## src/rtl/rv32i_mem_responder.sv

```systemverilog
// rv32i_mem_responder
//   Responder for the core's data-memory requests. Executes RV32I
//   LB/LH/LW/LBU/LHU/SB/SH/SW against a 16-bit synchronous BRAM using one or
//   two halfword accesses per request. Loads come back sign/zero extended;
//   misaligned or illegal requests complete with error_o and touch no memory.
// Ports
//   clk_i, reset_i           clock, synchronous active-high reset
//   addr_i, word_size_i      byte address and funct3 of the request
//   read_i, write_i          load / store request, sampled only when idle
//   wdata_i                  store data
//   rdata_o                  load result, held until the next load completes
//   done_o, error_o          one-cycle completion pulse, error qualifier
//   busy_o                   high while a request is in flight
//   mem_addr_o, mem_wdata_o  BRAM halfword address / write data
//   mem_wmask_o              byte enables (bit0 = [7:0], bit1 = [15:8])
//   mem_read_o, mem_write_o  BRAM strobes, one cycle each
//   mem_rdata_i              BRAM read data, one cycle after mem_read_o
module rv32i_mem_responder #(
  parameter int XLEN          = 32,
  parameter int MEM_ADDR_BITS = 10
) (
  input  logic                     clk_i,
  input  logic                     reset_i,
  input  logic [XLEN-1:0]          addr_i,
  input  logic [2:0]               word_size_i,
  input  logic                     read_i,
  input  logic                     write_i,
  input  logic [XLEN-1:0]          wdata_i,
  output logic [XLEN-1:0]          rdata_o,
  output logic                     done_o,
  output logic                     error_o,
  output logic                     busy_o,
  output logic [MEM_ADDR_BITS-1:0] mem_addr_o,
  output logic [15:0]              mem_wdata_o,
  output logic [1:0]               mem_wmask_o,
  output logic                     mem_read_o,
  output logic                     mem_write_o,
  input  logic [15:0]              mem_rdata_i
);

  typedef enum logic [2:0] {
    IDLE, RD_LO, RD_HI, RD_RESP, WR_LO, WR_HI, ERR
  } state_e;

  localparam logic [1:0] SZ_B = 2'b00;
  localparam logic [1:0] SZ_H = 2'b01;
  localparam logic [1:0] SZ_W = 2'b10;

  state_e                   state_q;
  logic [MEM_ADDR_BITS-1:0] ha_q;
  logic                     bsel_q;   // addr[0], selects the byte lane on loads
  logic [1:0]               size_q;
  logic                     uns_q;
  logic [15:0]              whi_q;    // upper store half for SW
  logic [15:0]              lo_q;     // lower load half for LW
  logic [XLEN-1:0]          rdata_q;
  logic                     done_q, error_q, mrd_q, mwr_q;
  logic [MEM_ADDR_BITS-1:0] maddr_q;
  logic [15:0]              mwdata_q;
  logic [1:0]               mwmask_q;

  logic [MEM_ADDR_BITS-1:0] ha_d;
  logic                     legal_d;
  logic [15:0]              st_wdata_d;
  logic [1:0]               st_mask_d;
  logic [7:0]               ld_byte_d;
  logic [XLEN-1:0]          ld_ext_d;

  // Bits above the BRAM address range alias by design.
  logic unused_addr_bits;
  assign unused_addr_bits = ^addr_i[XLEN-1:MEM_ADDR_BITS+1];

  assign ha_d = addr_i[MEM_ADDR_BITS:1];

  always_comb begin
    legal_d = 1'b1;
    if (read_i && write_i)
      legal_d = 1'b0;
    else if (write_i)
      legal_d = (word_size_i == 3'b000) || (word_size_i == 3'b001) || (word_size_i == 3'b010);
    else
      legal_d = (word_size_i == 3'b000) || (word_size_i == 3'b001) || (word_size_i == 3'b010) ||
                (word_size_i == 3'b100) || (word_size_i == 3'b101);
    if (word_size_i[1:0] == SZ_H && addr_i[0])         legal_d = 1'b0;
    if (word_size_i[1:0] == SZ_W && addr_i[1:0] != 2'b00) legal_d = 1'b0;
  end

  always_comb begin
    st_wdata_d = wdata_i[15:0];
    st_mask_d  = 2'b11;
    if (word_size_i[1:0] == SZ_B) begin
      st_wdata_d = {2{wdata_i[7:0]}};
      st_mask_d  = addr_i[0] ? 2'b10 : 2'b01;
    end
  end

  // Extension of the halfword arriving from the BRAM while in RD_RESP.
  always_comb begin
    ld_byte_d = bsel_q ? mem_rdata_i[15:8] : mem_rdata_i[7:0];
    case (size_q)
      SZ_B:    ld_ext_d = {{(XLEN-8){ld_byte_d[7] & ~uns_q}}, ld_byte_d};
      SZ_H:    ld_ext_d = {{(XLEN-16){mem_rdata_i[15] & ~uns_q}}, mem_rdata_i};
      default: ld_ext_d = XLEN'({mem_rdata_i, lo_q});
    endcase
  end

  always_ff @(posedge clk_i) begin
    if (reset_i) begin
      state_q  <= IDLE;
      ha_q     <= '0;
      bsel_q   <= 1'b0;
      size_q   <= 2'b00;
      uns_q    <= 1'b0;
      whi_q    <= '0;
      lo_q     <= '0;
      rdata_q  <= '0;
      done_q   <= 1'b0;
      error_q  <= 1'b0;
      mrd_q    <= 1'b0;
      mwr_q    <= 1'b0;
      maddr_q  <= '0;
      mwdata_q <= '0;
      mwmask_q <= '0;
    end else begin
      done_q  <= 1'b0;
      error_q <= 1'b0;
      mrd_q   <= 1'b0;
      mwr_q   <= 1'b0;
      case (state_q)
        IDLE: if (read_i || write_i) begin
          ha_q   <= ha_d;
          bsel_q <= addr_i[0];
          size_q <= word_size_i[1:0];
          uns_q  <= word_size_i[2];
          whi_q  <= wdata_i[31:16];
          if (!legal_d) begin
            done_q  <= 1'b1;
            error_q <= 1'b1;
            state_q <= ERR;
          end else if (read_i) begin
            mrd_q   <= 1'b1;
            maddr_q <= ha_d;
            state_q <= RD_LO;
          end else begin
            mwr_q    <= 1'b1;
            maddr_q  <= ha_d;
            mwdata_q <= st_wdata_d;
            mwmask_q <= st_mask_d;
            state_q  <= WR_LO;
          end
        end
        RD_LO: begin
          if (size_q == SZ_W) begin
            // Word is aligned, so ha is even and ha+1 never carries.
            mrd_q   <= 1'b1;
            maddr_q <= {ha_q[MEM_ADDR_BITS-1:1], 1'b1};
            state_q <= RD_HI;
          end else begin
            state_q <= RD_RESP;
          end
        end
        RD_HI: begin
          lo_q    <= mem_rdata_i;
          state_q <= RD_RESP;
        end
        RD_RESP: begin
          rdata_q <= ld_ext_d;
          done_q  <= 1'b1;
          state_q <= IDLE;
        end
        WR_LO: begin
          if (size_q == SZ_W) begin
            mwr_q    <= 1'b1;
            maddr_q  <= {ha_q[MEM_ADDR_BITS-1:1], 1'b1};
            mwdata_q <= whi_q;
            mwmask_q <= 2'b11;
            state_q  <= WR_HI;
          end else begin
            done_q  <= 1'b1;
            state_q <= IDLE;
          end
        end
        WR_HI: begin
          done_q  <= 1'b1;
          state_q <= IDLE;
        end
        default: state_q <= IDLE;  // ERR and any stray encoding
      endcase
    end
  end

  assign rdata_o     = rdata_q;
  assign done_o      = done_q;
  assign error_o     = error_q;
  assign busy_o      = (state_q != IDLE);
  assign mem_addr_o  = maddr_q;
  assign mem_wdata_o = mwdata_q;
  assign mem_wmask_o = mwmask_q;
  // Reset kills a strobe already on the bus so an aborted SW cannot reach ha+1.
  assign mem_read_o  = mrd_q & ~reset_i;
  assign mem_write_o = mwr_q & ~reset_i;

endmodule
```

## config.mk

```make
export PLATFORM = sky130hd
export DESIGN_NAME = rv32i_mem_responder
export DESIGN_NICKNAME = d
export VERILOG_FILES = /design/src/rtl/rv32i_mem_responder.sv
export SDC_FILE = /design/constraint.sdc
export NUM_CORES = 1
export LEC_CHECK = 0
export CORE_MARGIN = 4
export CORE_UTILIZATION = 48
export CTS_BUF_LIST = sky130_fd_sc_hd__clkbuf_8
export DETAILED_ROUTE_END_ITERATION = 16
export GPL_ROUTABILITY_DRIVEN = 0
export PLACE_DENSITY_LB_ADDON = 0.1
export SLEW_MARGIN = 10
export SYNTH_ARGS = -nofsm -noshare
export SYNTH_HDL_FRONTEND = slang
export SYNTH_SLANG_ARGS = --single-unit
export TNS_END_PERCENT = 30
```

## constraint.sdc

```tcl
create_clock -name clk_i -period 2.01 [get_ports clk_i]
set_input_delay 0.402 -clock clk_i [delete_from_list [all_inputs] [get_ports clk_i]]
set_output_delay 0.402 -clock clk_i [all_outputs]
set_load 0.1 [all_outputs]
```

# After elaboration in Yosys (flattened, before gate mapping)
# Cells that the tools add are included.
# word_totals
reg_bits,113
input_bits,87
word_cells,104
# op_classes
n_eq_ne,18
mux,42
bitwise_logic,7
n_reduce_logical,22
# op_table
operator,n
16-bit two-way mux,5
32-bit one-hot mux with 2 select lines,1
16-bit one-hot mux with 2 select lines,1
10-bit two-way mux,3
10-bit one-hot mux with 2 select lines,1
1-bit two-way mux,15
"3-bit equality test, second input constant",4
2-bit two-way mux,6
3-bit two-way mux,4
3-bit one-hot mux with 4 select lines,1
"3-bit by 2-bit equality test with 1-bit output, second input constant",3
8-bit two-way mux,1
"2-bit inequality test, second input constant",4
"3-bit by 1-bit equality test with 1-bit output, second input constant",2
3-bit zero test,2
2-bit nonzero test,3
2-bit OR reduction,3
1-bit logical OR,5
5-bit AND reduction,1
1-bit AND,4
"2-bit by 1-bit equality test with 1-bit output, second input constant",2
"2-bit equality test, second input constant",2
2-bit zero test,2
1-bit one-hot mux with 2 select lines,2
other kinds (8),12

# Longest topological paths before layout
# logic_depth
ltp_word,12
depth_mapped,9
depth_no_buf,5

# Worst setup path after synthesis
# Ideal clock, no wire load.
# synth_path
kind,input to output
startpoint,input reset_i
endpoint,output mem_read_o
arrival_ns,2.053
required_time_ns,1.608
setup_slack_ns,-0.445
cell_stages,3
n_path_buf,2
path_cell_list,clkbuf_1 -> clkbuf_1 -> nor2b_1
# synth_between
elab_chain_cells,2
# synth_rtl
item,line,rtl
start: declaration,23,"input logic reset_i,"
1-bit inverter,200,assign mem_read_o = mrd_q & ~reset_i;
1-bit AND,200,
end: declaration,36,"output logic mem_read_o,"
# Every way passes these cells.

# Worst setup path in the final report
# layout_path
startpoint,register state_q[2]
endpoint,output busy_o
# layout_between
elab_chain_cells,1
# layout_rtl
item,line,rtl
start: declaration,49,state_e state_q;
start signal: assignment,109,state_q <= IDLE;
start signal: assignment,139,state_q <= ERR;
start signal: assignment,143,state_q <= RD_LO;
3-bit nonzero test,195,assign busy_o = (state_q != IDLE);
end: declaration,32,"output logic busy_o,"
# Every way passes these cells.

==> flow_summary.ini <==
[sta]
rsz0062_at_grt = yes
maxSlewViolCount = 0
fmax_mhz = 513
worstMarginPinSlew_ns = 0.760
min_period_ns = 1.95
finClkSkew_ns = 0.0115
setup_viol = 0
hold_viol = 0
slew_headroom_pct = 49.1
period_share_pct = 97.0
setup_ws_ns = 0.0604

[setup_path]
cp.arrival_ns = 1.55
cp.buffers_inverters = 3
critPathSlowestCell = dfxtp_1
critPathLaunchType = register
critPathMaxStageDelay_ns = 0.34
crit_family = buffers and inverters
required_ns = 1.61
worstSetupPathType = register to output port
cp-end-kind = output port
crit_chain = buf_4 > nor3_4 > clkinvlp_4 > buf_12
path_max_fanout = 14

[global_route]
antenna_found_initial = 0
grt-ovfl-total = 0
grt_max_degree = 63
track_usage_pct = 22.1
grt_pass1_vias = 4390
grt_pass1_wl_mm = 21.3

[floorplanning]
core_area_sq_mm = 0.00991
dieArea_sq_mm = 0.0120
fp.dieH_microns = 109
ioPinCount = 152
die_x_microns = 109
rows = 36
initial_core_util_pct = 49.8

[synthesis]
syn_inst = 602
syn_nets = 689
yosys.area.top_type = dfxtp_1
yosysTopAreaCellShare_pct = 45.4
yosysSeqAreaShare_pct = 45.4
syn_area_sq_mm = 0.00493
synth_seq_cells = 112
ys_types = 44
yosys_warnings = 0
syn_area_per_cell_sq_um = 8.20
synth.area.top_cells = dfxtp_1, nand2_1, a21oi_1, a211oi_1, nor2_1

[routing]
wl_per_cell_microns = 15.3
vias = 4726
drc_errors = 0
first_pass_iters = 5
vias_per_cell = 5.45
antenna_left = 0
drt-total-wl_mm = 13.3
drt_iter0_drc = 210

[worst_hold_path]
hold_class = register to register

[finish]
final_nets = 816
n_antenna_cell = 0
drive_gt1_share_pct = 20.4
syn_to_final_growth_pct = 34.6

[clocking]
clock_latency_ns = 0.36
cts_tree = built
clock-sinks = 112
ctsHoldBuffers = 0
path_clk_slew_ns = 0.10
ctsRootBufferMaster = clkbuf_8
cts_buffers = 9
clock_path_buffers = 2
cts-htree-levels = 3

[power]
power.leakage_nw = 2.50
total_power_mw = 9.23
vdd_drop_max_uv = 909
powerDensity_mw_per_mm2 = 1390

[place]
dp_hpwl_mm = 9.28
port-buffer-count = 130
place_ws_ns = -0.255

[flow_run]
cap_viol_max_count = 0

[outcome]
status = completed
-- logic make-up (layout without fill, tap and decap cells) --
family / Yosys count / count (layout) / synth area share (%)
compound gates: 157 / 157 / 20.7
simple gates: 240 / 240 / 21.3
mux: 34 / 34 / 7.30
buf+inv: 57 / 189 / 4.89
xor+xnor: 2 / 2 / 0.355
flops: 112 / 112 / 45.4
-- final cells by class --
cell class                 instances  area [sq um]
inverter                           2          11.3
clock inverter                     7          62.6
tap                              133           166
clock buffer                       9           124
fill                             831          3270
timing repair buffer             171          1540
sequential                       112          2240
multi-input combinational        433          2500
-- per-layer routing --
layer	routed length, microns	global-route usage, %	share of wire (%)	vias up
met5	0	0	0	-
met4	227	5.79	1.7	0
met3	918	5.64	6.9	19
met2	6340	37.3	48	156
met1	5770	28.2	44	2186
li1	-	-	-	2365
-- placed cells by master (no fill, tap or decap), types with 2 or more instances in the layout --
| cell type | Yosys | final |
|---|---|---|
| nor2_1 | 51 | 50 |
| mux2_2 | 14 | 14 |
| nand2b_1 | 11 | 11 |
| mux2i_1 | 18 | 18 |
| nor4_1 | 2 | 2 |
| nor2b_1 | 5 | 5 |
| clkdlybuf4s50_1 | 0 | 64 |
| and2_1 | 2 | 2 |
| nor2_4 | 1 | 2 |
| clkinvlp_4 | 0 | 4 |
| a31oi_1 | 3 | 3 |
| nor3b_1 | 3 | 2 |
| a311oi_1 | 17 | 17 |
| inv_8 | 0 | 2 |
| o211ai_1 | 9 | 9 |
| nand3_1 | 9 | 9 |
| nand2_1 | 124 | 124 |
| nand3b_1 | 3 | 3 |
| a211oi_1 | 27 | 27 |
| buf_4 | 0 | 98 |
| a221o_1 | 8 | 8 |
| a21oi_2 | 1 | 2 |
| a21oi_1 | 79 | 78 |
| nor3_1 | 24 | 21 |
| mux2_1 | 2 | 2 |
| nor3_2 | 0 | 2 |
| buf_6 | 2 | 2 |
| dfxtp_1 | 112 | 112 |
| buf_12 | 0 | 7 |
| clkbuf_8 | 0 | 9 |
| a21o_1 | 2 | 2 |
-- state kept, by name, indices dropped and copies added, names as in the netlist --
register,cells
uns_q,1
whi_q,16
state_q,3
mwr_q,1
done_o,1
size_q,2
mem_wmask_o,2
ha_q,9
lo_q,16
mem_addr_o,10
rdata_o,32
mrd_q,1
mem_wdata_o,16
error_o,1
bsel_q,1
-- synth_stat cells (all sizes together) --
master / number
o41ai: 1
nor2: 53
clkbuf: 41
mux2i: 18
a311oi: 17
a31oi: 3
a211oi: 27
nand2: 124
o21ai: 3
o211a: 1
or3b: 1
nand2b: 12
mux2: 16
xnor2: 1
nand3: 9
o21bai: 1
nor3: 24
nor3b: 3
nand3b: 3
o211ai: 9
a21o: 2
nor4: 2
o21a: 1
inv: 2
dfxtp: 112
nor4b: 2
o22a: 1
xor2: 1
and2: 2
a2111oi: 2
buf: 14
a21oi: 80
o311ai: 1
a221o: 8
nor2b: 5
-- power by group --
group / switching, mW / leakage [nW] / internal, mW
Combinational: 3.39 / 1.50 / 1.59
Clock: 0.823 / 0.0859 / 0.476
Sequential: 0.251 / 0.912 / 2.70
Total: 4.46 / 2.50 / 4.76
-- what timing repair did --
action / in CTS / in global routing
setup buffers: 0 / 1
pin swaps: 0 / 1
resized for setup: 1 / 5
hold endpoints to repair: 0 / 0
endpoints found under the setup margin: 9 / 20
-- per-stage QoR --
| stage | TNS (ns) | hold WS (ns) | cells | instance area, sq um | util (%) |
|---|---|---|---|---|---|
| after floorplan | -0.891 | 0.431 | 602 | 4960 | - |
| after global placement | -4.09 | 0.437 | 850 | 6420 | 64.8 |
| after detailed placement | -5.62 | 0.442 | 850 | 6420 | 64.8 |
| after CTS | 0 | 0.456 | 866 | 6610 | 66.7 |
| after global routing | -0.0152 | 0.475 | 867 | 6640 | 67.0 |
| final | 0 | 0.456 | 867 | 6640 | 67.0 |
-- path summary, 6_finish.rpt --
path / from / end / slack (ns) / depth (start not counted)
setup / recovery: state_q[2]$_SDFFE_PP0P_ / busy_o / 0.06 / 4
setup reg to reg: state_q[2]$_SDFFE_PP0P_ / mem_wdata_o[6]$_SDFFE_PP0P_ / 0.11 / 6
hold / removal: lo_q[6]$_SDFFE_PP0N_ / lo_q[6]$_SDFFE_PP0N_ / 0.46 / 2
hold reg to reg: lo_q[6]$_SDFFE_PP0N_ / lo_q[6]$_SDFFE_PP0N_ / 0.46 / 2
-- worst min-delay path, stage by stage (launching register included) --
cell and delay (ns):
dfxtp_1 0.32, nand2_1 0.05, a21oi_1 0.05
(Power assumes the default switching activity.)
